**src/rtl/kernel_accumulator.sv**
```systemverilog
// Adder-layer accumulator: restores exact |if - w| per kernel lane, sums each beat,
// accumulates beats into one pixel and emits the saturated negative total.
module kernel_accumulator #(
  parameter int NBIT  = 8,
  parameter int NKER  = 9,
  parameter int ACC_W = 20
) (
  input  logic                     i_clk,
  input  logic                     i_rst,
  input  logic                     i_valid,
  input  logic                     i_last,
  input  logic [NKER*NBIT-1:0]     i_result,
  input  logic [NKER-1:0]          i_sign,
  output logic                     o_valid,
  output logic signed [ACC_W-1:0]  o_data,
  output logic                     o_ovf
);

  localparam int BS_W  = NBIT + $clog2(NKER) + 1;
  localparam int SUM_W = ((ACC_W > BS_W) ? ACC_W : BS_W) + 1;
  localparam logic [SUM_W-1:0] SAT = {{(SUM_W-ACC_W+1){1'b0}}, {(ACC_W-1){1'b1}}};

  // Clamp a non-negative running sum to the largest magnitude the signed output can negate.
  function automatic logic [ACC_W-2:0] saturate(input logic [SUM_W-1:0] val);
    if (val > SAT) saturate = SAT[ACC_W-2:0];
    else           saturate = val[ACC_W-2:0];
  endfunction

  function automatic logic signed [ACC_W-1:0] negate(input logic [ACC_W-2:0] mag);
    negate = -$signed({1'b0, mag});
  endfunction

  logic [BS_W-1:0]  beat_sum_p1_d, beat_sum_p1_q;
  logic             vld_p1_q, last_p1_q;
  logic [ACC_W-2:0] acc_p2_d, acc_p2_q;
  logic             ovf_p2_d, ovf_p2_q;
  logic             o_valid_d, o_ovf_d;
  logic signed [ACC_W-1:0] o_data_d;
  logic [SUM_W-1:0] nxt;
  logic             sat_now;
  logic [ACC_W-2:0] nxt_sat;

  // Stage 1: lane correction (+sign undoes the upstream ones' complement) and beat sum
  always_comb begin
    beat_sum_p1_d = '0;
    for (int k = 0; k < NKER; k++) begin
      beat_sum_p1_d = beat_sum_p1_d + BS_W'(i_result[k*NBIT +: NBIT]) + BS_W'(i_sign[k]);
    end
  end

  always_ff @(posedge i_clk or posedge i_rst) begin
    if (i_rst) begin
      beat_sum_p1_q <= '0;
      vld_p1_q      <= 1'b0;
      last_p1_q     <= 1'b0;
    end else begin
      vld_p1_q  <= i_valid;
      last_p1_q <= i_valid & i_last;
      if (i_valid) beat_sum_p1_q <= beat_sum_p1_d;
    end
  end

  // Stage 2: accumulate with saturation; a last beat emits and starts a fresh pixel
  always_comb begin
    nxt       = SUM_W'(acc_p2_q) + SUM_W'(beat_sum_p1_q);
    sat_now   = (nxt > SAT);
    nxt_sat   = saturate(nxt);
    acc_p2_d  = acc_p2_q;
    ovf_p2_d  = ovf_p2_q;
    o_valid_d = 1'b0;
    o_data_d  = o_data;
    o_ovf_d   = o_ovf;
    if (vld_p1_q) begin
      if (last_p1_q) begin
        o_valid_d = 1'b1;
        o_data_d  = negate(nxt_sat);
        o_ovf_d   = ovf_p2_q | sat_now;
        acc_p2_d  = '0;
        ovf_p2_d  = 1'b0;
      end else begin
        acc_p2_d = nxt_sat;
        ovf_p2_d = ovf_p2_q | sat_now;
      end
    end
  end

  always_ff @(posedge i_clk or posedge i_rst) begin
    if (i_rst) begin
      acc_p2_q <= '0;
      ovf_p2_q <= 1'b0;
      o_valid  <= 1'b0;
      o_data   <= '0;
      o_ovf    <= 1'b0;
    end else begin
      acc_p2_q <= acc_p2_d;
      ovf_p2_q <= ovf_p2_d;
      o_valid  <= o_valid_d;
      o_data   <= o_data_d;
      o_ovf    <= o_ovf_d;
    end
  end

endmodule
```
**config.mk**
```make
export PLATFORM = sky130hd
export DESIGN_NAME = kernel_accumulator
export DESIGN_NICKNAME = d
export VERILOG_FILES = /design/src/rtl/kernel_accumulator.sv
export SDC_FILE = /design/constraint.sdc
export NUM_CORES = 1
export LEC_CHECK = 0
export CORE_MARGIN = 5
export CORE_UTILIZATION = 54
export CTS_BUF_LIST = sky130_fd_sc_hd__clkbuf_4 sky130_fd_sc_hd__clkbuf_8
export DETAILED_ROUTE_END_ITERATION = 8
export PLACE_DENSITY = 0.87
export SLEW_MARGIN = 20
export SYNTH_ARGS = -nofsm -noshare
export SYNTH_HDL_FRONTEND = slang
export SYNTH_SLANG_ARGS = --single-unit
export TNS_END_PERCENT = 10
```
**constraint.sdc**
```tcl
create_clock -name i_clk -period 5.6 [get_ports i_clk]
set_input_delay 1.68 -clock i_clk [delete_from_list [all_inputs] [get_ports i_clk]]
set_output_delay 1.68 -clock i_clk [all_outputs]
set_load 0.005 [all_outputs]
```
==> results.py <==
metrics = {
    "timing": {
        "setup_slack_ns": -0.269,
        "fin_crit_sh": 1.05,
        "slew_headroom": 0.390,
        "worst_pin_slew_ns": 0.913,
        "clock_skew_ns": 0.0121,
        "fmax_mhz": 170,
        "setup_viol": 8,
        "hold_violations": 0,
        "finalSetupTns_ns": -1.35,
        "period_needed_ns": 5.87,
        "rsz0062_at_grt": "true",
        "slew_viol_final": 0,
    },
    "drt": {
        "wl_met3_um": 691,
        "drc": 0,
        "drt_wl_total_um": 14500,
        "num_vias": 4569,
        "viasPerCell": 5.80,
        "wl_met1_um": 5150,
        "first_pass_iters": 5,
        "dr_wl_met2_um": 8010,
        "final_antenna_net_count": 0,
        "drt_iter0_markers": 207,
        "top_layer_used": "met4",
        "wl_per_cell_um": 18.4,
    },
    "hold_path": {
        "hold_class": "flop to flop",
    },
    "setup_path": {
        "arrival_ns": 6.11,
        "path_cells": "buf_6 > fa_2 > fa_1 > inv_1 > fa_1 > fa_1 > fa_1 > inv_2 > ha_4 > inv_2 > fa_2 > nor2b_2 > o21ai_2 > a21oi_2 > o21ai_2 > a21boi_2 > o211ai_1 > a211o_1 > nand3_1",
        "worst-endpoint-required_ns": 5.84,
        "r2r_setup_slack_ns": 1.03,
        "start_kind": "input pin",
        "critPathMaxFanout": 3,
        "criticalPathCategory": "input pin to flop",
        "critPathMaxStageDelay_ns": 0.59,
        "cpMaxStageDelayCell": "fa_2",
        "critPathMostFrequentCell": "fa_1",
        "crit_path_end_kind": "flop",
    },
    "synth": {
        "postSynthCellCount": 521,
        "async_flop_share": 1.00,
        "avgSynthCellArea_um2": 10.2,
        "ys_ff_latch": 56,
        "yosysUniqueCellTypes": 60,
        "synth_area_um2": 5310,
        "synth_edf_count": 0,
        "syn-num-nets": 703,
        "ys.warnings.count": 0,
        "ys.flop_type": "dfrtp_1",
        "yosysSeqAreaShare": 0.264,
    },
    "clocking": {
        "htreeDepth": 2,
        "clockBufferDepth": 2,
        "postCtsHoldBufs": 0,
        "cts_tree": "done",
        "cts_buffers": 5,
        "worstSkewPairLatency_ns": 0.31,
        "root_buffer": "clkbuf_8",
        "clkTransAtPathRegs_ns": 0.10,
        "cts.sink_count": 56,
    },
    "global_routing": {
        "grt_first_pass_wirelength_um": 23200,
        "grt_max_degree": 57,
        "grt_pass1_vias": 4994,
        "antenna_found_initial": 0,
        "overflow": 0,
        "grt_use_total": 0.248,
    },
    "final_layout": {
        "drive_above_1_share": 0.165,
        "fin_util": 0.721,
        "fill_cells": 643,
        "num_antenna_cells": 0,
        "fin_nets": 836,
        "area_growth_pct": 31.7,
    },
    "die": {
        "die_area_um2": 11900,
        "die_y_um": 109,
        "num_rows": 36,
        "coreArea_um2": 9680,
        "io_pins": 107,
        "initial_core_util": 0.548,
        "die_w_um": 109,
    },
    "placement": {
        "port_buffers": 106,
        "hpwl_um": 10600,
        "place.gp.congestion": 0.860,
    },
    "outcome": {
        "status": "finished with violations",
        "violations": "setup timing",
    },
    "job": {
        "max_cap_violations": 0,
    },
}
## registers in the layout (all words and copies together) (netlist names)
signal         cells
beat_sum_p1_q     12
ovf_p2_q           1
last_p1_q          1
acc_p2_q          19
o_data            20
o_valid            1
o_ovf              1
vld_p1_q           1
## worst max-delay path, delay by kind of cell
kind | cells | cell delay [ns]
and+or+nand+nor | 2 | 0.20
adders and majority gates | 7 | 2.89
buffers and inverters | 4 | 0.31
AOI/OAI and AO/OA | 6 | 1.02
## cells in the final DEF, fill, tap and decap left out, types with 18 or more instances in the layout
cell and count:
o21ai_0 18, ha_1 29, inv_1 44, nor2_1 33
nand2_1 40, a21oi_1 23, buf_4 26, fa_1 60
dfrtp_1 56, clkdlybuf4s50_1 80
## cells in the mapped netlist (all sizes together) (2+ instances only)
| library cell | count | area, µm² |
|---|---|---|
| o21ai | 24 | 120 |
| and2 | 3 | 18.8 |
| a221o | 2 | 20.0 |
| nand2b | 8 | 50.1 |
| a211o | 2 | 17.5 |
| xnor2 | 17 | 164 |
| nor2 | 34 | 130 |
| fa | 62 | 1240 |
| o22ai | 15 | 93.8 |
| o311a | 2 | 20.0 |
| nand2 | 40 | 150 |
| a21oi | 29 | 164 |
| nor3 | 9 | 45.0 |
| nand4 | 6 | 37.5 |
| clkbuf | 11 | 41.3 |
| a211oi | 3 | 35.0 |
| nand3 | 8 | 50.1 |
| ha | 35 | 438 |
| and3 | 4 | 25.0 |
| o31ai | 11 | 96.3 |
| a31oi | 7 | 43.8 |
| xor2 | 9 | 78.8 |
| or4 | 3 | 22.5 |
| and4 | 3 | 26.3 |
| dfrtp | 56 | 1400 |
| nor4 | 3 | 18.8 |
| o2111ai | 2 | 17.5 |
| or2 | 3 | 18.8 |
| o21a | 4 | 30.0 |
| or4b | 3 | 33.8 |
| inv | 54 | 203 |
| o41ai | 2 | 25.0 |
| o2111a | 2 | 22.5 |
| nor2b | 4 | 25.0 |
| and4b | 2 | 20.0 |
| o31a | 2 | 17.5 |
| mux2i | 2 | 20.0 |
| a21o | 6 | 45.0 |
| mux2 | 11 | 124 |
| a21boi | 3 | 22.5 |
| o211ai | 6 | 45.0 |
## layout make-up
class	instances	area (µm²)	share of cell area
clock buffer	7	90.1	0.0129
multi-input combinational	399	3800	0.544
inverter	54	203	0.0290
sequential	56	1400	0.201
timing repair buffer	138	1320	0.189
tap	133	166	0.0238
clock inverter	1	7.51	0.00107
## timing repair
action / 4_1_cts / 5_1_grt
buffers inserted: 11 / 3
pin swaps: 28 / 33
endpoints found under the setup margin: 9 / 9
gates resized for setup: 66 / 29
gates cloned: 0 / 0
endpoints found under the hold margin: 0 / 0
## cell families (layout without fill, tap and decap cells)
logic type / count (synthesis) / in the layout / share of synthesized area
AND/OR/NAND/NOR: 137 / 137 / 0.135
buffers and inverters: 66 / 200 / 0.0469
adder cells (fa/ha/maj): 97 / 97 / 0.317
XOR/XNOR: 26 / 26 / 0.0458
AO/OA/AOI/OAI: 126 / 126 / 0.164
flip-flops: 56 / 56 / 0.264
multiplexers: 13 / 13 / 0.0271
## per-layer routing
layer,GRT usage,vias to the layer above
met4,0.106,0
met3,0.0320,60
li1,-,2096
met2,0.465,175
met5,0,-
met1,0.280,2238
## final timing paths
path,to,cells past startpoint,from
min,o_data[1]$_DFFE_PP0P_,2,o_data[1]$_DFFE_PP0P_
min reg2reg,o_data[1]$_DFFE_PP0P_,2,o_data[1]$_DFFE_PP0P_
max,beat_sum_p1_q[10]$_DFFE_PP0P_,19,i_sign[6]
min in group asynchronous,acc_p2_q[0]$_DFFE_PP0P_,3,i_rst
max in group asynchronous,acc_p2_q[7]$_DFFE_PP0P_,3,i_rst
max reg2reg,o_data[16]$_DFFE_PP0P_,13,beat_sum_p1_q[4]$_DFFE_PP0P_
## per-stage QoR
stage	setup slack [ns]	std cells	hold slack (ns)	instance area [µm²]
floorplan	-0.202	521	0.458	5310
global placement	-0.853	766	0.460	6630
detailed placement	-1.10	766	0.462	6630
CTS	-0.360	785	0.486	6850
global route	-0.388	788	0.504	6990
finish	-0.269	788	0.480	6990
Power is left out: the tool's default activity adds up to more than one toggle a clock period on the data nets, which glitch-free logic cannot reach.
